===== config.mk =====
export PLATFORM = sky130hd
export DESIGN_NAME = adder_sched_flat
export DESIGN_NICKNAME = d
export VERILOG_FILES = /design/src/rtl/adder_sched_if.sv /design/src/rtl/adder_sched.sv /design/src/flat_wrapper.sv
export SDC_FILE = /design/constraint.sdc
export NUM_CORES = 1
export LEC_CHECK = 0
export CAP_MARGIN = 20
export CORE_AREA = 10 10 117 119
export CTS_CLUSTER_SIZE = 40
export DETAILED_ROUTE_END_ITERATION = 16
export DIE_AREA = 0 0 127 129
export GPL_TIMING_DRIVEN = 0
export PLACE_DENSITY = 0.87
export SLEW_MARGIN = 20
export SYNTH_ARGS = -nofsm -noshare
export SYNTH_HDL_FRONTEND = slang
export SYNTH_SLANG_ARGS = --single-unit

===== constraint.sdc =====
create_clock -name clk -period 4 [get_ports clk]
set_clock_uncertainty 0.1 [all_clocks]
set_input_delay 0.6 -clock clk [delete_from_list [all_inputs] [get_ports clk]]
set_output_delay 0.6 -clock clk [all_outputs]
set_load 0.02 [all_outputs]

===== src/rtl/adder_sched_if.sv =====
// rtl/adder_sched_if.sv - requester-side request/response bundle for adder_sched
//
// Purpose: groups the per-requester request and response handshakes.
// master: the requesters (drive req_valid/req_a/req_b/rsp_ack).
// slave:  adder_sched (drives req_ready/rsp_valid/rsp_data).
//   req_valid [NREQ]            operand request per requester
//   req_a/b   [NREQ*WIDTH]      operands, requester i at [i*WIDTH +: WIDTH]
//   req_ready [NREQ]            grant, at most one bit high
//   rsp_valid [NREQ]            result held for requester i
//   rsp_data  [NREQ*(WIDTH+1)]  result, requester i at [i*(WIDTH+1) +: WIDTH+1]
//   rsp_ack   [NREQ]            requester i consumes its result
interface adder_sched_if #(
    parameter int WIDTH = 10,
    parameter int NREQ  = 4
) ();
    logic [NREQ-1:0]             req_valid;
    logic [NREQ*WIDTH-1:0]       req_a;
    logic [NREQ*WIDTH-1:0]       req_b;
    logic [NREQ-1:0]             req_ready;
    logic [NREQ-1:0]             rsp_valid;
    logic [NREQ*(WIDTH+1)-1:0]   rsp_data;
    logic [NREQ-1:0]             rsp_ack;

    modport master (
        output req_valid, req_a, req_b, rsp_ack,
        input  req_ready, rsp_valid, rsp_data
    );

    modport slave (
        input  req_valid, req_a, req_b, rsp_ack,
        output req_ready, rsp_valid, rsp_data
    );
endinterface


===== src/rtl/adder_sched.sv =====
// rtl/adder_sched.sv - round-robin scheduler sharing one pipelined adder among NREQ requesters
//
// Purpose: grants one eligible requester per cycle, registers its operands
// onto the shared adder, tracks the requester id alongside the adder latency
// and parks each sum in a per-requester result slot until acknowledged.
// Ports:
//   clk          rising-edge clock
//   reset        synchronous, active-high
//   rif          request/response bundle (slave side)
//   add_a, add_b registered operands to the shared adder
//   add_c        adder sum, LAT cycles after the operands change
//   busy         any requester has an operation pending
//   issue_count  operations issued since reset, wraps at 16 bits
module adder_sched #(
    parameter int WIDTH = 10,
    parameter int NREQ  = 4,
    parameter int LAT   = 1
) (
    input  logic               clk,
    input  logic               reset,
    adder_sched_if.slave       rif,
    output logic [WIDTH-1:0]   add_a,
    output logic [WIDTH-1:0]   add_b,
    input  logic [WIDTH:0]     add_c,
    output logic               busy,
    output logic [15:0]        issue_count
);
    localparam int IDW = (NREQ > 1) ? $clog2(NREQ) : 1;

    logic [IDW-1:0]             ptr_q, ptr_d;
    logic [NREQ-1:0]            pending_q, pending_d;
    logic [NREQ-1:0]            rsp_valid_q, rsp_valid_d;
    logic [NREQ*(WIDTH+1)-1:0]  rsp_data_q, rsp_data_d;
    logic [WIDTH-1:0]           add_a_q, add_a_d;
    logic [WIDTH-1:0]           add_b_q, add_b_d;
    logic [15:0]                issue_count_q, issue_count_d;
    logic [LAT:0]               tag_vld_q, tag_vld_d;
    logic [LAT:0][IDW-1:0]      tag_id_q, tag_id_d;

    logic [NREQ-1:0]            eligible;
    logic [NREQ-1:0]            grant;
    logic [NREQ-1:0]            ack_fire;
    logic [IDW-1:0]             gnt_id;
    logic                       xfer;

    // Round-robin search starting at ptr_q; the first eligible requester wins.
    always_comb begin : arbitrate
        logic [IDW:0]   pos;
        logic [IDW-1:0] idx;
        logic           found;
        pos      = '0;
        idx      = '0;
        found    = 1'b0;
        eligible = rif.req_valid & ~pending_q;
        grant    = '0;
        gnt_id   = '0;
        for (int off = 0; off < NREQ; off++) begin
            pos = {1'b0, ptr_q} + (IDW+1)'(off);
            if (pos >= (IDW+1)'(NREQ)) begin
                pos = pos - (IDW+1)'(NREQ);
            end
            idx = pos[IDW-1:0];
            if (!found && eligible[idx]) begin
                found      = 1'b1;
                grant[idx] = 1'b1;
                gnt_id     = idx;
            end
        end
        if (reset) begin
            grant = '0;
        end
    end

    // A grant is only raised for a valid requester, so any grant is a transfer.
    assign xfer     = |grant;
    assign ack_fire = rif.rsp_ack & rsp_valid_q;

    always_comb begin
        ptr_d         = ptr_q;
        add_a_d       = add_a_q;
        add_b_d       = add_b_q;
        issue_count_d = issue_count_q;
        // A requester cannot be granted while pending, and its slot cannot be
        // refilled before it is acked, so set/clear never collide on one bit.
        pending_d     = (pending_q & ~ack_fire) | grant;
        rsp_valid_d   = rsp_valid_q & ~ack_fire;
        rsp_data_d    = rsp_data_q;

        if (xfer) begin
            ptr_d         = (gnt_id == IDW'(NREQ - 1)) ? '0 : gnt_id + IDW'(1);
            add_a_d       = rif.req_a[gnt_id*WIDTH +: WIDTH];
            add_b_d       = rif.req_b[gnt_id*WIDTH +: WIDTH];
            issue_count_d = issue_count_q + 16'd1;
        end

        // Tag stage 0 lines up with the operands; stage LAT with add_c.
        tag_vld_d    = '0;
        tag_id_d     = '0;
        tag_vld_d[0] = xfer;
        tag_id_d[0]  = gnt_id;
        for (int s = 1; s <= LAT; s++) begin
            tag_vld_d[s] = tag_vld_q[s-1];
            tag_id_d[s]  = tag_id_q[s-1];
        end

        if (tag_vld_q[LAT]) begin
            rsp_valid_d[tag_id_q[LAT]] = 1'b1;
            rsp_data_d[tag_id_q[LAT]*(WIDTH+1) +: WIDTH+1] = add_c;
        end
    end

    always_ff @(posedge clk) begin
        if (reset) begin
            ptr_q         <= '0;
            pending_q     <= '0;
            rsp_valid_q   <= '0;
            rsp_data_q    <= '0;
            add_a_q       <= '0;
            add_b_q       <= '0;
            issue_count_q <= '0;
            tag_vld_q     <= '0;
            tag_id_q      <= '0;
        end else begin
            ptr_q         <= ptr_d;
            pending_q     <= pending_d;
            rsp_valid_q   <= rsp_valid_d;
            rsp_data_q    <= rsp_data_d;
            add_a_q       <= add_a_d;
            add_b_q       <= add_b_d;
            issue_count_q <= issue_count_d;
            tag_vld_q     <= tag_vld_d;
            tag_id_q      <= tag_id_d;
        end
    end

    assign rif.req_ready = grant;
    assign rif.rsp_valid = rsp_valid_q;
    assign rif.rsp_data  = rsp_data_q;
    assign add_a         = add_a_q;
    assign add_b         = add_b_q;
    assign busy          = |pending_q;
    assign issue_count   = issue_count_q;
endmodule

===== src/flat_wrapper.sv =====
// flat-port wrapper written by rule: the top's interface ports become plain ports
module adder_sched_flat 
#(
    parameter int WIDTH = 10,
    parameter int NREQ  = 4,
    parameter int LAT   = 1
)
  (clk, reset, add_a, add_b, add_c, busy, issue_count, rif_req_valid, rif_req_a, rif_req_b, rif_rsp_ack, rif_req_ready, rif_rsp_valid, rif_rsp_data);
  adder_sched_if #(.WIDTH(WIDTH), .NREQ(NREQ)) rif_i ();
  input  logic clk;
  input  logic reset;
  output logic [WIDTH-1:0] add_a;
  output logic [WIDTH-1:0] add_b;
  input  logic [WIDTH:0] add_c;
  output logic busy;
  output logic [15:0] issue_count;
  input wire logic [$bits(rif_i.req_valid)-1:0] rif_req_valid;
  input wire logic [$bits(rif_i.req_a)-1:0] rif_req_a;
  input wire logic [$bits(rif_i.req_b)-1:0] rif_req_b;
  input wire logic [$bits(rif_i.rsp_ack)-1:0] rif_rsp_ack;
  output wire logic [$bits(rif_i.req_ready)-1:0] rif_req_ready;
  output wire logic [$bits(rif_i.rsp_valid)-1:0] rif_rsp_valid;
  output wire logic [$bits(rif_i.rsp_data)-1:0] rif_rsp_data;
  assign rif_i.req_valid = rif_req_valid;
  assign rif_i.req_a = rif_req_a;
  assign rif_i.req_b = rif_req_b;
  assign rif_i.rsp_ack = rif_rsp_ack;
  assign rif_req_ready = rif_i.req_ready;
  assign rif_rsp_valid = rif_i.rsp_valid;
  assign rif_rsp_data = rif_i.rsp_data;
  adder_sched #(.WIDTH(WIDTH), .NREQ(NREQ), .LAT(LAT)) u_core (.clk(clk), .reset(reset), .rif(rif_i), .add_a(add_a), .add_b(add_b), .add_c(add_c), .busy(busy), .issue_count(issue_count));
endmodule

==> impl_metrics.yaml <==
sta:
  slew_violations: 0
  hold_viol: 0
  fin_hold_ws_ns: 0.3371
  setup_violations: 0
  tightest_slew_ns: 0.7550
  tns_ns: 0
  fin_ws_ns: 0.1723
  slew_headroom_pct: 49.67
  rsz0062_at_grt: "false"
  period_minus_slack_ns: 3.828
  timing.fmax_mhz: 261.3
  finalCritPeriodShare_pct: 95.69
power:
  seq_power_share_pct: 27.5
  p_clk_share_pct: 19.4
  p_int_mw: 2.782
  peakVddDrop_uv: 419.5
  swShare_pct: 39.60
  powerDensity_nw_per_um2: 629.8
  leakagePower_nw: 2.954
  pwr-share-comb_pct: 53.1
  p_total_mw: 4.607
  p_sw_mw: 1.824
synthesis:
  yosysWarningCount: 0
  ys_seq_elements: 96
  postSynthCellCount: 529
  netlist.area_leader.share_pct: 39.20
  synth_edf_count: 0
  synth_area_leader_cell: "dfxtp_1"
  postSynth.asyncResetShare_pct: 0
  yosys-top-cells-count: "96 x dfxtp_1, 89 x mux2i_1, 76 x nor2_1"
  synth_cell_types: 48
  yosysSeqAreaShare_pct: 39.20
  synth_area_um2: 4902
  ys.flop_type: "dfxtp_1"
  yosysMostFrequentCell: "dfxtp_1"
  synth_nets: 648
  synth.area.top_cells: "dfxtp_1 39%, mux2i_1 18%, a22oi_1 6.4%"
  syn_avg_cell_area_um2: 9.267
drt:
  num_vias: 4689
  wl_um: 16200
  drc_errors: 0
  via_per_inst: 5.347
  drt_pre_antenna_iters: 5
  ant_nets: 0
  dr.first_iter.drc_count: 322
  drt-wirelength-per-cell_um: 18.48
critical_path:
  endpoint_kind: "output pin"
  crit_path_max_fanout: 11
  startpoint: "u_core.ptr_q[1]"
  required_ns: 3.30
  criticalPathCategory: "reg2out"
  crit_arrival_ns: 3.13
  start_kind: "flop"
  r2r_start: "u_core.ptr_q[0]"
clock_tree:
  cts.sinks: 96
  clk_path_buf_depth: 2
  cts_buffers: 9
  clock_latency_ns: 0.33
  clk_pin_slew_ns: 0.07
  h-tree-depth: 3
  ctsRootBufferMaster: "clkbuf_16"
  cts_tree: "built"
die:
  die-height_um: 129
  rows: 39
  pin_count: 190
  coreArea_um2: 11320
  dieArea_um2: 16380
  start_util_pct: 43.30
  die_w_um: 127
placed_design:
  place_ws_ns: 0.1369
  dp.final_hpwl_um: 13060
  place_area_um2: 6973
  dp_cells: 861
  gp_congestion: 0.8551
  io_buffers: 189
finish:
  finalInstanceArea_um2: 7315
  multiInputGateArea_um2: 2806
  fin_util_pct: 64.61
  fin_cells: 877
  drive_gt1_share_pct: 5.450
  nets: 848
  syn_to_final_growth_pct: 49.21
  seq_area_um2: 1922
  diodes: 0
  fill_cells: 920
global_routing:
  met1_usage_pct: 20.27
  grt_use_total_pct: 18.79
  grt_max_degree: 19
  gr-total-overflow: 0
  grt_antenna_before_repair: 0
  grt_pass1_vias: 4782
  grt_pass1_wl_um: 25210
  grtUsageMet2_pct: 32.72
  gr-usage-met3_pct: 8.665
  gr-max-usage-layer: "met2"
run:
  maxCapViolations: 0
hold_path:
  hp-start: "u_core.tag_vld_q[0]"
  hold_path.class: "reg2reg"
run_status:
  status: "completed"
registers in the layout, summed over array words and instances (netlist names):
name	cells
u_core.rif.rsp_data	44
u_core.issue_count	16
u_core.add_a	10
u_core.add_b	10
u_core.pending_q	4
u_core.rif.rsp_valid	4
u_core.ptr_q	2
u_core.tag_id_d	2
u_core.tag_id_q	2
u_core.tag_vld_q	2
cell type report:
type / instances / area share [%]
Buffer: 30 / 1.916
Multi-Input combinational cell: 388 / 38.37
Sequential cell: 96 / 26.27
Tap cell: 143 / 2.446
Inverter: 14 / 0.7184
Clock inverter: 7 / 1.197
Clock buffer: 9 / 3.079
Timing Repair Buffer: 190 / 26.00
metal layers:
metal / part of all wire [%] / routed length [um]
met1: 39 / 6324
met2: 50 / 8066
met3: 9.3 / 1499
met4: 1.9 / 312
met5: 0 / 0
critical path, stage by stage (launching register included):
cell and delay, ns:
dfxtp_1 0.60, inv_2 0.14, ha_2 0.46, mux4_2 0.41
nand2_1 0.09, nor2_1 0.06, a211oi_4 0.40, inv_1 0.07
clkdlybuf4s50_1 0.55
worst paths after layout:
| path | end | slack, ns | cells after the start |
|---|---|---|---|
| hold / removal | u_core.tag_vld_q[1] | 0.34 | 1 |
| setup / recovery | rif_req_ready[1] | 0.17 | 8 |
| setup reg to reg | u_core.add_b[2] | 0.76 | 11 |
| hold reg to reg | u_core.tag_vld_q[1] | 0.34 | 1 |
layout by cell type (no fill, tap or decap), types with 2 or more instances in the layout:
| master | synthesis | layout |
|---|---|---|
| a211oi_1 | 2 | 2 |
| a211oi_4 | 2 | 4 |
| a21oi_1 | 13 | 13 |
| a22oi_1 | 42 | 42 |
| a31o_1 | 2 | 2 |
| and2_1 | 2 | 2 |
| and3_1 | 5 | 5 |
| buf_1 | 5 | 5 |
| buf_2 | 4 | 4 |
| buf_6 | 3 | 3 |
| clkbuf_1 | 19 | 18 |
| clkbuf_16 | 0 | 9 |
| clkdlybuf4s50_1 | 0 | 188 |
| clkinvlp_4 | 0 | 2 |
| dfxtp_1 | 96 | 96 |
| ha_1 | 18 | 17 |
| inv_1 | 12 | 12 |
| inv_2 | 2 | 2 |
| inv_8 | 0 | 3 |
| mux2i_1 | 89 | 89 |
| mux4_2 | 3 | 3 |
| nand2_1 | 42 | 42 |
| nand2b_1 | 15 | 15 |
| nand3_1 | 7 | 7 |
| nand3b_1 | 5 | 5 |
| nand4_1 | 6 | 6 |
| nor2_1 | 76 | 76 |
| nor2b_1 | 22 | 22 |
| nor3_1 | 5 | 5 |
| o211ai_1 | 5 | 5 |
| o21ai_0 | 3 | 3 |
| o22ai_1 | 2 | 2 |
| o2bb2ai_1 | 2 | 2 |
power groups by stage:
stage               Sequential, mW  Combinational, mW  Clock (mW)
floorplan                     1.43               1.50           0
global placement              1.28               2.37           0
detailed placement            1.28               2.44           0
CTS                           1.27               2.46       0.897
global route                  1.29               2.64       0.948
finish                        1.27               2.44       0.894
cells by family after synthesis:
kind of cell | Yosys count | synth area share, %
buffers and inverters | 45 | 4.007
AO/OA/AOI/OAI | 82 | 12.97
AND/OR/NAND/NOR | 192 | 18.86
adder cells (fa/ha/maj) | 18 | 4.594
flip-flops | 96 | 39.20
XOR/XNOR | 2 | 0.3574
multiplexers | 94 | 20.01
repair_timing:
action / 4_1_cts / 5_1_grt
resized for setup: 2 / 2
buffers inserted: 0 / 1
setup endpoints to repair: 4 / 4
hold buffers: 0 / 0
pin swaps: 0 / 2
(Power assumes the default switching activity.)
